--- src/rtl/text_console_writer.sv ---
// text_console_writer: turns an ASCII byte stream into glyph writes for the
// text-mode screen buffer, with cursor tracking and row/screen clearing.
//
//   state   | meaning
//   --------+--------------------------------------------------------------
//   IDLE    | waiting for a byte; char_ready=1
//   CLR_ROW | zero-filling the row the cursor just moved onto
//   CLR_ALL | zero-filling the whole screen after a form-feed
//
// A clear is driven by an address up-counter plus a down-counter of the
// writes still owed; the clear finishes when the down-counter reaches zero.
// The first cell of an LF/FF clear is written in the accept cycle itself.
// A wrapping printable instead spends that cycle on the character write,
// so its row clear starts one cycle later.
module text_console_writer #(
    parameter int CHAR_COLUMNS = 60,
    parameter int CHAR_ROWS    = 17,
    parameter int ADDR_W       = 10
) (
    input  logic              clk,
    input  logic              rst,
    input  logic [7:0]        char_data,
    input  logic              char_valid,
    output logic              char_ready,
    output logic              wr_en,
    output logic [ADDR_W-1:0] wr_addr,
    output logic [6:0]        wr_data,
    output logic [6:0]        cursor_x,
    output logic [4:0]        cursor_y
);

    typedef enum logic [1:0] {
        IDLE    = 2'd0,
        CLR_ROW = 2'd1,
        CLR_ALL = 2'd2
    } state_t;

    localparam int CNT_W = ADDR_W + 1;

    localparam logic [6:0]        LAST_COL  = 7'(CHAR_COLUMNS - 1);
    localparam logic [4:0]        LAST_ROW  = 5'(CHAR_ROWS - 1);
    localparam logic [ADDR_W-1:0] COLS_A    = ADDR_W'(CHAR_COLUMNS);
    localparam logic [ADDR_W-1:0] ADDR_ONE  = ADDR_W'(1);
    localparam logic [CNT_W-1:0]  CNT_ONE   = CNT_W'(1);
    localparam logic [CNT_W-1:0]  ROW_CELLS = CNT_W'(CHAR_COLUMNS);
    localparam logic [CNT_W-1:0]  ALL_CELLS = CNT_W'(CHAR_COLUMNS * CHAR_ROWS);

    state_t            state;
    logic [ADDR_W-1:0] clr_addr;
    logic [CNT_W-1:0]  clr_left;

    logic [4:0]        next_row;
    logic [ADDR_W-1:0] cur_addr;
    logic [ADDR_W-1:0] next_base;
    logic              is_print;

    function automatic logic [ADDR_W-1:0] row_base(input logic [4:0] row);
        return ADDR_W'(row) * COLS_A;
    endfunction

    assign char_ready = (state == IDLE);

    // Cursor-derived addresses and the row a line advance would land on.
    always_comb begin
        next_row  = (cursor_y == LAST_ROW) ? 5'd0 : cursor_y + 5'd1;
        cur_addr  = row_base(cursor_y) + ADDR_W'(cursor_x);
        next_base = row_base(next_row);
        is_print  = (char_data >= 8'h20) && (char_data <= 8'h7E);
    end

    // Byte decode, cursor update and clear sequencing; all outputs registered.
    always_ff @(posedge clk or posedge rst) begin
        if (rst) begin
            state    <= IDLE;
            wr_en    <= 1'b0;
            wr_addr  <= '0;
            wr_data  <= 7'd0;
            cursor_x <= 7'd0;
            cursor_y <= 5'd0;
            clr_addr <= '0;
            clr_left <= '0;
        end else begin
            wr_en <= 1'b0;
            case (state)
                IDLE: begin
                    if (char_valid) begin
                        if (is_print) begin
                            wr_en   <= 1'b1;
                            wr_addr <= cur_addr;
                            wr_data <= 7'(char_data - 8'h20);
                            if (cursor_x == LAST_COL) begin
                                cursor_x <= 7'd0;
                                cursor_y <= next_row;
                                clr_addr <= next_base;
                                clr_left <= ROW_CELLS;
                                state    <= CLR_ROW;
                            end else begin
                                cursor_x <= cursor_x + 7'd1;
                            end
                        end else begin
                            case (char_data)
                                8'h0A: begin
                                    cursor_x <= 7'd0;
                                    cursor_y <= next_row;
                                    wr_en    <= 1'b1;
                                    wr_addr  <= next_base;
                                    wr_data  <= 7'd0;
                                    clr_addr <= next_base + ADDR_ONE;
                                    clr_left <= ROW_CELLS - CNT_ONE;
                                    state    <= CLR_ROW;
                                end
                                8'h0D: begin
                                    cursor_x <= 7'd0;
                                end
                                8'h08: begin
                                    if (cursor_x != 7'd0) begin
                                        cursor_x <= cursor_x - 7'd1;
                                        wr_en    <= 1'b1;
                                        wr_addr  <= cur_addr - ADDR_ONE;
                                        wr_data  <= 7'd0;
                                    end
                                end
                                8'h0C: begin
                                    cursor_x <= 7'd0;
                                    cursor_y <= 5'd0;
                                    wr_en    <= 1'b1;
                                    wr_addr  <= '0;
                                    wr_data  <= 7'd0;
                                    clr_addr <= ADDR_ONE;
                                    clr_left <= ALL_CELLS - CNT_ONE;
                                    state    <= CLR_ALL;
                                end
                                default: begin
                                end
                            endcase
                        end
                    end
                end
                CLR_ROW, CLR_ALL: begin
                    if (clr_left == '0) begin
                        state <= IDLE;
                    end else begin
                        wr_en    <= 1'b1;
                        wr_addr  <= clr_addr;
                        wr_data  <= 7'd0;
                        clr_addr <= clr_addr + ADDR_ONE;
                        clr_left <= clr_left - CNT_ONE;
                    end
                end
                default: state <= IDLE;
            endcase
        end
    end

endmodule

--- config.mk ---
export PLATFORM = sky130hd
export DESIGN_NAME = text_console_writer
export DESIGN_NICKNAME = d
export VERILOG_FILES = /design/src/rtl/text_console_writer.sv
export SDC_FILE = /design/constraint.sdc
export NUM_CORES = 1
export LEC_CHECK = 0
export BUFFER_PORTS_ARGS = -buffer_cell sky130_fd_sc_hd__clkbuf_2
export CORE_MARGIN = 4
export CORE_UTILIZATION = 58
export DETAILED_ROUTE_END_ITERATION = 7
export PLACE_DENSITY = 0.78
export SLEW_MARGIN = 10
export SYNTH_ARGS = -nofsm -noshare
export SYNTH_HDL_FRONTEND = slang
export SYNTH_SLANG_ARGS = --single-unit
--- constraint.sdc ---
create_clock -name clk -period 9.1 [get_ports clk]
set_input_delay 0 -clock clk [delete_from_list [all_inputs] [get_ports clk]]
set_output_delay 0 -clock clk [all_outputs]
set_load 0.05 [all_outputs]
==> results.cfg, run 1 <==
[route]
firstDrtPassIters = 5
remaining_drc_errors = 0
wl_mm = 11.8
wire_per_inst_um = 16.7
vias = 4451
ant_nets = 0
drt_iter0_drc = 383
via_per_inst = 6.32

[clock_network]
ctsHtreeMaxLevel = 2
numCtsBuffers = 5
cts_resized = 0
clkTransAtPathRegs_ns = 0.11
clock_latency_ns = 0.32
cts_tree = built
clock_sinks = 53
clk_path_buf_depth = 2
cts_root_buffer = clkbuf_8

[synth]
synthMuxAreaShare = 0.00861
synth-simple-area-share = 0.210
syn_inst = 571
synthFlopType = dfrtp_1
synth_top_area_cell = dfrtp_1
synth.avg_cell_area_um2 = 8.40
synth_cell_type_count = 77
yosys-top-cells-area = dfrtp_1 (28%), ha_1 (9.9%), fa_1 (5.8%)
synth_adder_area_share = 0.158
synth-xor-area-share = 0.0386
yosysWarnings = 0
yosysTopAreaCellShare = 0.277
synth_compound_area_frac = 0.248
synth_top_family_by_area = compound AO/OA/AOI/OAI gates
async_flop_share = 1.00
synth_seq_cells = 53
syn_nets = 634
synth_seq_area_share = 0.277
syn_area_um2 = 4800
synth-edff-count = 0

[finish]
nFillCells = 649
fin_nets = 664
area_growth_pct = 7.83
fin_cells = 704
multi_input_area_um2 = 3180
fin_util = 0.656
register_area_um2 = 1330
diodes = 0
drive_above_1_share = 0.125

[worst_setup_path]
crit_buf_inv = 2
critical_path_class = flop to flop
crit_fanout = 8
crit_family = adder cells
critPathRequiredTime_ns = 9.30
critPathCaptureType = flop
arrival_ns = 4.61
worst_path_max_delay_cell = dfrtp_1
cp_slowest_stage_delay_ns = 0.58
path_cells = inv_1, fa_1, fa_1, inv_1, ha_1, xnor2_1, ha_1, and3_1, a221oi_2, xnor3_1, nor4_1, xnor3_1, nand2_1, a31oi_1
crit_path_start_kind = flop

[status]
outcome = completed

[floorplanning]
die_h_um = 98.9
die_area_um2 = 9790
start_util = 0.608
fp.dieW_um = 98.9
num_io_pins = 42
core_um2 = 7890
fp-row-count = 32

[grt]
grt_pass1_wl_mm = 19.9
track_usage = 0.244
grt_pass1_vias = 4060
antenna_found_initial = 0
overflow = 0
grt_max_degree = 46

[sta]
hold_violations = 0
slew_headroom = 0.213
tightest_slew_ns = 1.18
maxSlewViolCount = 0
finalCritPeriodShare = 0.485
finalClockSkew_ns = 0.00973
max_freq_ghz = 0.227
finalSetupViolCount = 0
rsz0062_at_grt = false
finalSetupTns_ns = 0
fin_crit_ns = 4.41

[place]
placed_cells_incl_taps = 692
port_buffers = 41
gp_congestion = 0.897
post-dp-hpwl_mm = 8.80

[hold_path]
hp-class = primary input to flop

[flow_run]
drv_cap = 0
==> registers in the layout (all words and copies together) (netlist names) <==
| name | flops |
|---|---|
| state | 2 |
| clr_addr | 10 |
| cursor_y | 5 |
| wr_addr | 10 |
| wr_en | 1 |
| cursor_x | 7 |
| clr_left | 11 |
| wr_data | 7 |
==> stage by stage <==
step | hold WS [ns] | setup slack, ns | instance area (µm²)
after floorplan | 0.0967 | 4.68 | 4800
after global placement | -0.00185 | 4.90 | 5020
after detailed placement | 0.0131 | 4.74 | 5020
after CTS | 0.0120 | 4.71 | 5170
after global routing | 0.0504 | 4.42 | 5170
final | 0.0229 | 4.69 | 5170
==> kinds of logic after synthesis <==
group / count (synthesis)
and+or+nand+nor: 197
AOI/OAI and AO/OA: 179
buffers and inverters: 68
DFF: 53
adders and majority gates: 52
xor gates and xnor gates: 18
muxes: 4
==> layer usage <==
layer	global-route usage	part of all wire	vias to the layer above
met4	0.0756	0.024	0
met3	0.0276	0.065	26
li1	-	-	2129
met5	0	0	-
met1	0.352	0.45	2126
met2	0.384	0.46	170
==> path summary, 6_finish.rpt <==
check / start / to / slack [ns] / cells past startpoint
max in group asynchronous: rst / clr_left[0] / 8.05 / 4
hold / removal: char_data[2] / wr_data[2] / 0.02 / 3
setup reg to reg: cursor_y[2] / wr_addr[8] / 4.69 / 14
min in group asynchronous: rst / state[0] / 0.20 / 3
setup / recovery: cursor_y[2] / wr_addr[8] / 4.69 / 14
hold reg to reg: wr_data[0] / wr_data[0] / 0.49 / 2
==> cell type report <==
type	count	share of cell area
Sequential cell	53	0.256
Clock inverter	3	0.00847
Multi-Input combinational cell	450	0.615
Clock buffer	5	0.0133
Timing Repair Buffer	47	0.0503
Tap cell	102	0.0247
Inverter	44	0.0319
==> layout by cell type, fill, tap and decap left out, types with 6 or more instances in the layout <==
master / instances
nor3_1: 16
nand2b_1: 7
nor2_1: 38
fa_1: 14
a21oi_1: 38
xnor2_1: 10
o21ai_0: 52
a22oi_1: 6
dfrtp_1: 53
clkbuf_2: 41
a211oi_1: 6
nand3_1: 22
and2_1: 6
nand2_1: 65
inv_1: 43
ha_1: 38
xor2_1: 6
o31ai_1: 8
==> tightest hold or removal path: cells and delay by family <==
kind / cells / cell delay, ns
compound gates: 1 / 0.07
buf+inv: 1 / 0.16
simple gates: 1 / 0.08
==> what timing repair did <==
item | 4_1_cts | 5_1_grt
hold endpoints to repair | 21 | 0
hold buffers | 4 | 0
setup buffers | 0 | 0
==> Yosys cell counts, types with 10 or more instances <==
cell type,n
a21oi_1,38
clkbuf_1,11
dfrtp_1,53
fa_1,14
ha_1,38
inv_1,44
nand2_1,65
nand3_1,22
nor2_1,38
nor3_1,16
o21ai_0,52
xnor2_1,10
Power of run 1 is left out: the tool's default activity adds up to more than one toggle a clock period on the data nets, which glitch-free logic cannot reach.
==> run 2, diff against run 1 <==
--- a/config.mk
+++ b/config.mk
@@ -7,9 +7,9 @@
 export LEC_CHECK = 0
 export BUFFER_PORTS_ARGS = -buffer_cell sky130_fd_sc_hd__clkbuf_2
 export CORE_MARGIN = 4
-export CORE_UTILIZATION = 58
+export CORE_UTILIZATION = 55
 export DETAILED_ROUTE_END_ITERATION = 7
-export PLACE_DENSITY = 0.78
+export PLACE_DENSITY = 0.77
 export SLEW_MARGIN = 10
 export SYNTH_ARGS = -nofsm -noshare
 export SYNTH_HDL_FRONTEND = slang
==> constraint.sdc (replaced) <==
create_clock -name clk -period 3.6 [get_ports clk]
set_input_delay 0 -clock clk [delete_from_list [all_inputs] [get_ports clk]]
set_output_delay 0 -clock clk [all_outputs]
set_load 0.05 [all_outputs]
==> run 2 against run 1 <==
- the run now ends with setup timing left
- via count grew 6.2%
- count of clock-buffer cells in the layout unchanged
- routed wire length is 10% higher
- register-to-register slack worse by 5.0 ns
- sequential share of layout area is 2.8 points lower
- clock skew fell by 0.0021 ns
- core utilization rose by 4.4 points
- first-iteration DRC count rose by 5.7%
- global-route usage grew 1.4 points
- hold slack improved by 0.0016 ns
- die area rose by 5.0%
- non-clock buffer count up 59
- critical endpoint unchanged
==> results.cfg, run 2 (synthesized netlist as in run 1, its figures left out) <==
[floorplanning]
core_um2 = 8340
fp-row-count = 33
fp.dieW_um = 101
die_h_um = 101
die_area_um2 = 10300
num_io_pins = 42
start_util = 0.575

[place]
gp_congestion = 0.861
port_buffers = 41
post-dp-hpwl_mm = 9.66
placed_cells_incl_taps = 747

[clock_network]
clock_latency_ns = 0.32
clk_path_buf_depth = 2
cts_root_buffer = clkbuf_8
cts_tree = built
clock_sinks = 53
clkTransAtPathRegs_ns = 0.11
numCtsBuffers = 5
ctsHtreeMaxLevel = 2

[finish]
drive_above_1_share = 0.269
area_growth_pct = 21.7
diodes = 0
fin_nets = 723
top_regs = clr_left x11, clr_addr x10, wr_addr x10
fin_cells = 766
final_common_cell = nand2_1
registers.top_by_ff_count = clr_left
mostFrequentLayoutCells = nand2_1 (64), buf_4 (58), o21ai_0 (49), dfrtp_1 (49), clkbuf_2 (41)
largest_reg_flops = 11

[sta]
max_freq_ghz = 0.258
hold_violations = 0
finalSetupViolCount = 5
slew_headroom = 0.429
rsz0062_at_grt = true
finalClockSkew_ns = 0.00760
fin_ws_ns = -0.273
tightest_slew_ns = 0.853
maxSlewViolCount = 0
fin_crit_ns = 3.87
whs_ns = 0.0245
finalCritPeriodShare = 1.08

[grt]
track_usage = 0.257
grt_pass1_vias = 4533
grt_max_degree = 31
antenna_found_initial = 0
overflow = 0
grt_pass1_wl_mm = 21.3

[hold_path]
hp-class = primary input to flop
hold_depth = 3

[route]
firstDrtPassIters = 8
wl_mm = 13.0
drt_iter0_drc = 405
wire_per_inst_um = 16.9
via_per_inst = 6.17
remaining_drc_errors = 0
ant_nets = 0
vias = 4726

[worst_setup_path]
critPathRequiredTime_ns = 3.80
crit_path_start_kind = flop
critical_path_class = flop to flop
arrival_ns = 4.07
rr_worst_depth = 13
critPathCaptureType = flop
crit_fanout = 3

[status]
violations = setup timing
outcome = finished, violations left

[flow_run]
drv_cap = 0
## run 2: worst paths after layout
path                                   start     endpoint  slack (ns)
worst min register to register    wr_data[6]   wr_data[6]        0.49
max in group asynchronous                rst  clr_left[3]        2.55
worst max register to register   cursor_y[1]   wr_addr[8]       -0.27
worst max-delay path             cursor_y[1]   wr_addr[8]       -0.27
min in group asynchronous                rst   wr_addr[0]        0.26
worst min-delay path            char_data[1]   wr_data[1]        0.02
## run 2: repair_timing
item | in CTS | in global routing
endpoints found under the setup margin | 7 | 7
setup buffers | 4 | 3
pin swaps | 10 | 18
hold buffers | 4 | 0
resized for setup | 20 | 22
hold endpoints to repair | 28 | 0
## run 2: per-layer routing
layer	global-route usage	wire, µm	vias to the layer above
li1	-	-	2247
met1	0.332	5440	2266
met2	0.447	6430	181
met3	0.0344	751	32
met4	0.0818	345	0
met5	0	0	-
## run 2: worst max-delay path, cell delays in order, from the launching register on
cell,delay (ns)
dfrtp_2,0.43
fa_1,0.56
inv_1,0.06
fa_1,0.48
fa_2,0.55
inv_2,0.04
ha_4,0.21
a21o_1,0.21
a221oi_4,0.30
xnor3_2,0.35
nor4_4,0.17
xnor3_1,0.25
nand2_1,0.07
a31oi_1,0.08
## run 2: area by class of cell
type,instances,area [µm²]
Inverter,44,168
Fill cell,651,2500
Clock inverter,3,26.3
Sequential cell,53,1330
Clock buffer,5,68.8
Timing Repair Buffer,106,714
Tap cell,105,131
Multi-Input combinational cell,450,3400
## run 2: metrics by stage
stage          utilization  TNS, ns  worst slack (ns)  area, µm²
2_1_floorplan            -   -0.930            -0.373       4850
3_3_place_gp         0.655   -0.830            -0.223       5460
3_5_place_dp         0.655    -1.52            -0.428       5460
4_1_cts              0.687   -0.845            -0.261       5730
5_1_grt              0.700    -2.04            -0.472       5840
6_report             0.700    -1.13            -0.273       5840
Power of run 2 is left out for the same reason.
